==> src/rtl/clock_div_multi.sv <==
// Multi-channel programmable clock divider: per-channel divided clock, tick strobe and
// glitch-free divisor reload. Define CLKDIV_READBACK_EN to add the div_cur readback output.
module clock_div_multi #(
    parameter int NUM_CH      = 4,
    parameter int CNT_W       = 16,
    parameter int DEFAULT_DIV = 28
) (
    input  logic                      clk_in,
    input  logic                      rst,
    input  logic [NUM_CH-1:0]         en,
    input  logic [NUM_CH*CNT_W-1:0]   div_in,
    input  logic [NUM_CH-1:0]         div_load,
    input  logic                      align,
    output logic [NUM_CH-1:0]         clk_out,
    output logic [NUM_CH-1:0]         tick,
    output logic [NUM_CH-1:0]         pend
`ifdef CLKDIV_READBACK_EN
    ,
    output logic [NUM_CH*CNT_W-1:0]   div_cur
`endif
);

    localparam logic [CNT_W-1:0] DEF_D = CNT_W'(DEFAULT_DIV);
    localparam logic [CNT_W-1:0] MIN_D = CNT_W'(2);

    generate
        for (genvar gi = 0; gi < NUM_CH; gi++) begin : g_ch
            logic [CNT_W-1:0] r_d;
            logic [CNT_W-1:0] r_p;
            logic [CNT_W-1:0] r_c;
            logic             r_pf;
            logic             r_clk;
            logic             r_tick;

            logic [CNT_W-1:0] w_div_raw;
            logic [CNT_W-1:0] w_ld_val;
            logic [CNT_W-1:0] w_half;
            logic [CNT_W-1:0] w_low;
            logic             w_wrap;
            logic [CNT_W-1:0] w_c_next;

            assign w_div_raw = div_in[gi*CNT_W +: CNT_W];
            assign w_ld_val  = (w_div_raw < MIN_D) ? MIN_D : w_div_raw;
            // Odd divisors give the spare cycle to the low phase.
            assign w_half    = r_d >> 1;
            assign w_low     = r_d - w_half;
            assign w_wrap    = (r_c == (r_d - 1'b1));
            assign w_c_next  = w_wrap ? '0 : (r_c + 1'b1);

            always_ff @(posedge clk_in) begin
                if (rst) begin
                    r_d    <= DEF_D;
                    r_p    <= DEF_D;
                    r_pf   <= 1'b0;
                    r_c    <= '0;
                    r_clk  <= 1'b0;
                    r_tick <= 1'b0;
                end else if (align) begin
                    r_c    <= '0;
                    r_clk  <= 1'b0;
                    r_tick <= 1'b0;
                    if (div_load[gi]) begin
                        r_d  <= w_ld_val;
                        r_p  <= w_ld_val;
                        r_pf <= 1'b0;
                    end else if (r_pf) begin
                        r_d  <= r_p;
                        r_pf <= 1'b0;
                    end
                end else begin
                    if (en[gi]) begin
                        r_c    <= w_c_next;
                        r_clk  <= (w_c_next >= w_low);
                        r_tick <= (w_c_next == '0);
                    end else begin
                        r_tick <= 1'b0;
                    end
                    // New divisors only take effect at a wrap, so no runt period is produced.
                    if (div_load[gi]) begin
                        r_p <= w_ld_val;
                        if (en[gi] && w_wrap) begin
                            r_d  <= w_ld_val;
                            r_pf <= 1'b0;
                        end else begin
                            r_pf <= 1'b1;
                        end
                    end else if (en[gi] && w_wrap && r_pf) begin
                        r_d  <= r_p;
                        r_pf <= 1'b0;
                    end
                end
            end

            assign clk_out[gi] = r_clk;
            assign tick[gi]    = r_tick;
            assign pend[gi]    = r_pf;
`ifdef CLKDIV_READBACK_EN
            assign div_cur[gi*CNT_W +: CNT_W] = r_d;
`endif
        end
    endgenerate

endmodule

==> config.mk <==
export PLATFORM = sky130hd
export DESIGN_NAME = clock_div_multi
export DESIGN_NICKNAME = d
export VERILOG_FILES = /design/src/rtl/clock_div_multi.sv
export SDC_FILE = /design/constraint.sdc
export NUM_CORES = 1
export LEC_CHECK = 0
export ABC_AREA = 0
export CAP_MARGIN = 20
export CORE_AREA = 2 2 176 178
export DETAILED_ROUTE_END_ITERATION = 8
export DIE_AREA = 0 0 178 180
export PLACE_DENSITY = 0.84
export SLEW_MARGIN = 25
export SYNTH_ARGS = -nofsm -noshare
export SYNTH_HDL_FRONTEND = slang
export SYNTH_SLANG_ARGS = --single-unit
export TNS_END_PERCENT = 100
==> constraint.sdc <==
create_clock -name clk_in -period 6.3 [get_ports clk_in]
set_clock_uncertainty 0.15 [all_clocks]
set_input_delay 1.26 -clock clk_in [delete_from_list [all_inputs] [get_ports clk_in]]
set_output_delay 1.26 -clock clk_in [all_outputs]
set_load 0.01 [all_outputs]
==> flow_summary.ini <==
[floorplanning]
die_h_microns = 180
num_rows = 64
core_sq_mm = 0.0302
die_x_microns = 178
dieArea_sq_mm = 0.0320
boundaryPins = 87
initial_core_util_pct = 54.3

[clock_network]
cts.path.max_buffers = 3
cts-resized-gates = 0
clock_latency_ns = 0.53
clkSinkCount = 204
cts_buffers = 24
cts_tree = yes
post-cts-setup-buffer-count = 0
path_clk_slew_ns = 0.06
hold_buffers = 0
h-tree-depth = 1
cts-root-buf = clkbuf_16

[outcome]
status = complete, no violations

[place]
place_congestion = 0.905
dpl.hpwl_microns = 29600
port_buffers = 86

[timing]
fin_crit_sh_pct = 75.3
setup_tns_ns = 0
hold_violations = 0
worst_slew_pin_slew_ns = 1.03
rsz0062_at_grt = no
slew_headroom_pct = 31.7
final_max_slew_viol_count = 0
setup-violations-final = 0
fmax_mhz = 211
min_period_ns = 4.75

[routing]
firstDrtPassIters = 7
viasPerCell = 5.72
drtIter0Drc = 759
routed_wl_microns = 38400
vias = 13642
wl_per_cell_microns = 16.1
drc = 0
drtAntennaViolNets = 0

[hold_path]
hp-start = g_ch[3].r_p[1]$_SDFFE_PP0P_
worstHoldEndpoint = g_ch[3].r_p[1]$_SDFFE_PP0P_
min_path_cells = 2
worstHoldPathType = reg -> reg

[grt]
grt_usage_pct = 23.7
first_global_vias = 13614
grt_pass1_wl_microns = 64000
grt_max_degree = 68
antenna_found_initial = 1
overflow = 0

[layout]
drive_gt1_share_pct = 6.29
nNetsFinal = 2243
fill_cells = 2537
utilization_pct = 59.7
layout_common_cells = nor2_1 (285), dfxtp_1 (204), ha_1 (192), xnor2_1 (143), inv_1 (125)
diodes = 0
syn_to_final_growth_pct = 9.98
mostFrequentLayoutCell = nor2_1

[worst_setup_path]
crit_chain = inv_1, ha_1, and4b_1, a211oi_1, a41oi_1, nor4_1, and4_1, or2_2, ha_1, nand2b_1, a21o_1, a21o_1, a21o_1, a21o_1, a2111oi_0, o31a_1, o21ai_0
rr_endpoint = g_ch[1].r_clk$_SDFFE_PP0P_
slowest_delay_ns = 0.79
cp_max_fo = 26
reg2reg_slack_ns = 1.55
critPathKind = reg -> reg
worstPathArrival_ns = 4.99
crit_top_cell = a21o_1
critical-path-slowest-cell = and4_1
critPathTopFamily = compound AO/OA/AOI/OAI gates
cp-start-kind = register
endpoint_kind = register
reg2regPathDepth = 17
path_buf_inv = 1
required_ns = 6.54
r2r-start = g_ch[1].r_d[2]$_SDFFE_PP1P_

[power]
leakage_nw = 7.68
power_density_mw_per_mm2 = 208
vdd_drop_max_v = 0.000167

[synthesis]
ys_types = 81
synth_nets = 2240
syn-cell-area_sq_mm = 0.0164
yosysSeqAreaShare_pct = 24.9
async_flop_share_pct = 0
synthCells = 1969
synth_ff_type = dfxtp_1
yosysWarnings = 0
synth_edf_count = 0
syn_avg_cell_area_sq_um = 8.32
ys_ff_latch = 204

[flow_run]
maxCapViolCount = 0
-- synth_stat cells, types with 25 or more instances --
| cell | number | area share (%) |
|---|---|---|
| xor2_1 | 64 | 3.4 |
| a21oi_1 | 70 | 2.1 |
| inv_1 | 125 | 2.9 |
| nand4_1 | 25 | 0.95 |
| nand2_1 | 65 | 1.5 |
| nor2_1 | 286 | 6.5 |
| nor3_1 | 56 | 1.7 |
| xnor2_1 | 143 | 7.6 |
| nor2b_1 | 39 | 1.5 |
| mux2_1 | 33 | 2.3 |
| mux2i_1 | 74 | 4.5 |
| o21ai_0 | 37 | 1.1 |
| clkbuf_1 | 64 | 1.5 |
| ha_1 | 192 | 15 |
| nand3_1 | 47 | 1.4 |
| dfxtp_1 | 204 | 25 |
-- kinds of logic after synthesis --
family / after synthesis / share of synthesized area (%)
simple gates: 679 / 20.8
buf+inv: 244 / 6.26
xor+xnor: 210 / 11.4
flops: 204 / 24.9
compound gates: 305 / 13.0
fa+ha+maj: 196 / 15.1
mux: 131 / 8.44
-- registers in the layout, indices dropped and copies added, names as in the netlist --
signal	flops
g_ch.r_tick	4
g_ch.r_c	64
g_ch.r_pf	4
g_ch.r_d	64
g_ch.r_p	64
g_ch.r_clk	4
-- layout make-up --
cell class	instances	area (sq um)	area share [%]
flip-flops and latches	204	4080	22.7
inverters	128	480	2.67
clock inverters	5	27.5	0.153
multi-input cells	1521	11300	62.7
repair buffers	93	891	4.94
well taps	396	495	2.75
clock buffers	37	751	4.16
-- worst reg2reg max path, cell delays in order (launching register included) --
cell       delay (ns)
dfxtp_1          0.39
inv_1            0.13
ha_1             0.24
and4b_1          0.28
a211oi_1         0.29
a41oi_1          0.08
nor4_1           0.25
and4_1           0.79
or2_2            0.23
ha_1             0.22
nand2b_1         0.14
a21o_1           0.17
a21o_1           0.16
a21o_1           0.16
a21o_1           0.18
a2111oi_0        0.48
o31a_1           0.20
o21ai_0          0.08
-- routing by layer --
| metal | GRT usage, % | wire length (microns) | vias to the layer above |
|---|---|---|---|
| met3 | 2.98 | 1440 | 82 |
| li1 | - | - | 6854 |
| met5 | 0 | 0 | - |
| met4 | 8.07 | 1150 | 0 |
| met1 | 29.7 | 17300 | 6432 |
| met2 | 41.6 | 18600 | 274 |
-- per-stage QoR --
stage                     power (mW)  cell area, sq um  cells  hold WS (ns)  setup slack [ns]
after floorplan                 2.15             16400   1969         0.300              2.19
after global placement          2.36             17300   2342         0.314              1.75
after detailed placement        2.40             17300   2342         0.320              1.63
after CTS                       3.77             18000   2384         0.333              1.62
after global routing            3.95             18000   2384         0.368              1.14
final                           3.75             18000   2384         0.334              1.55
-- where the power goes --
| part | internal (mW) | switching [mW] | total [mW] |
|---|---|---|---|
| Clock | 0.813 | 0.549 | 1.36 |
| Combinational | 0.457 | 0.543 | 0.999 |
| Sequential | 1.34 | 0.0405 | 1.38 |
-- worst max-delay path by stage --
stage	endpoint	slack, ns	cells past startpoint	start
after detailed placement	g_ch[1].r_clk$_SDFFE_PP0P_	1.63	17	g_ch[1].r_d[1]$_SDFFE_PP0P_
final	g_ch[1].r_clk$_SDFFE_PP0P_	1.55	17	g_ch[1].r_d[2]$_SDFFE_PP1P_
after global placement	g_ch[1].r_clk$_SDFFE_PP0P_	1.75	17	g_ch[1].r_d[1]$_SDFFE_PP0P_
after CTS	g_ch[1].r_clk$_SDFFE_PP0P_	1.62	17	g_ch[1].r_d[2]$_SDFFE_PP1P_
after global routing	g_ch[1].r_clk$_SDFFE_PP0P_	1.14	17	g_ch[1].r_d[2]$_SDFFE_PP1P_
after floorplan	g_ch[1].r_clk$_SDFFE_PP0P_	2.19	19	g_ch[1].r_d[2]$_SDFFE_PP1P_
No activity file was read; power rests on OpenSTA's default activity.
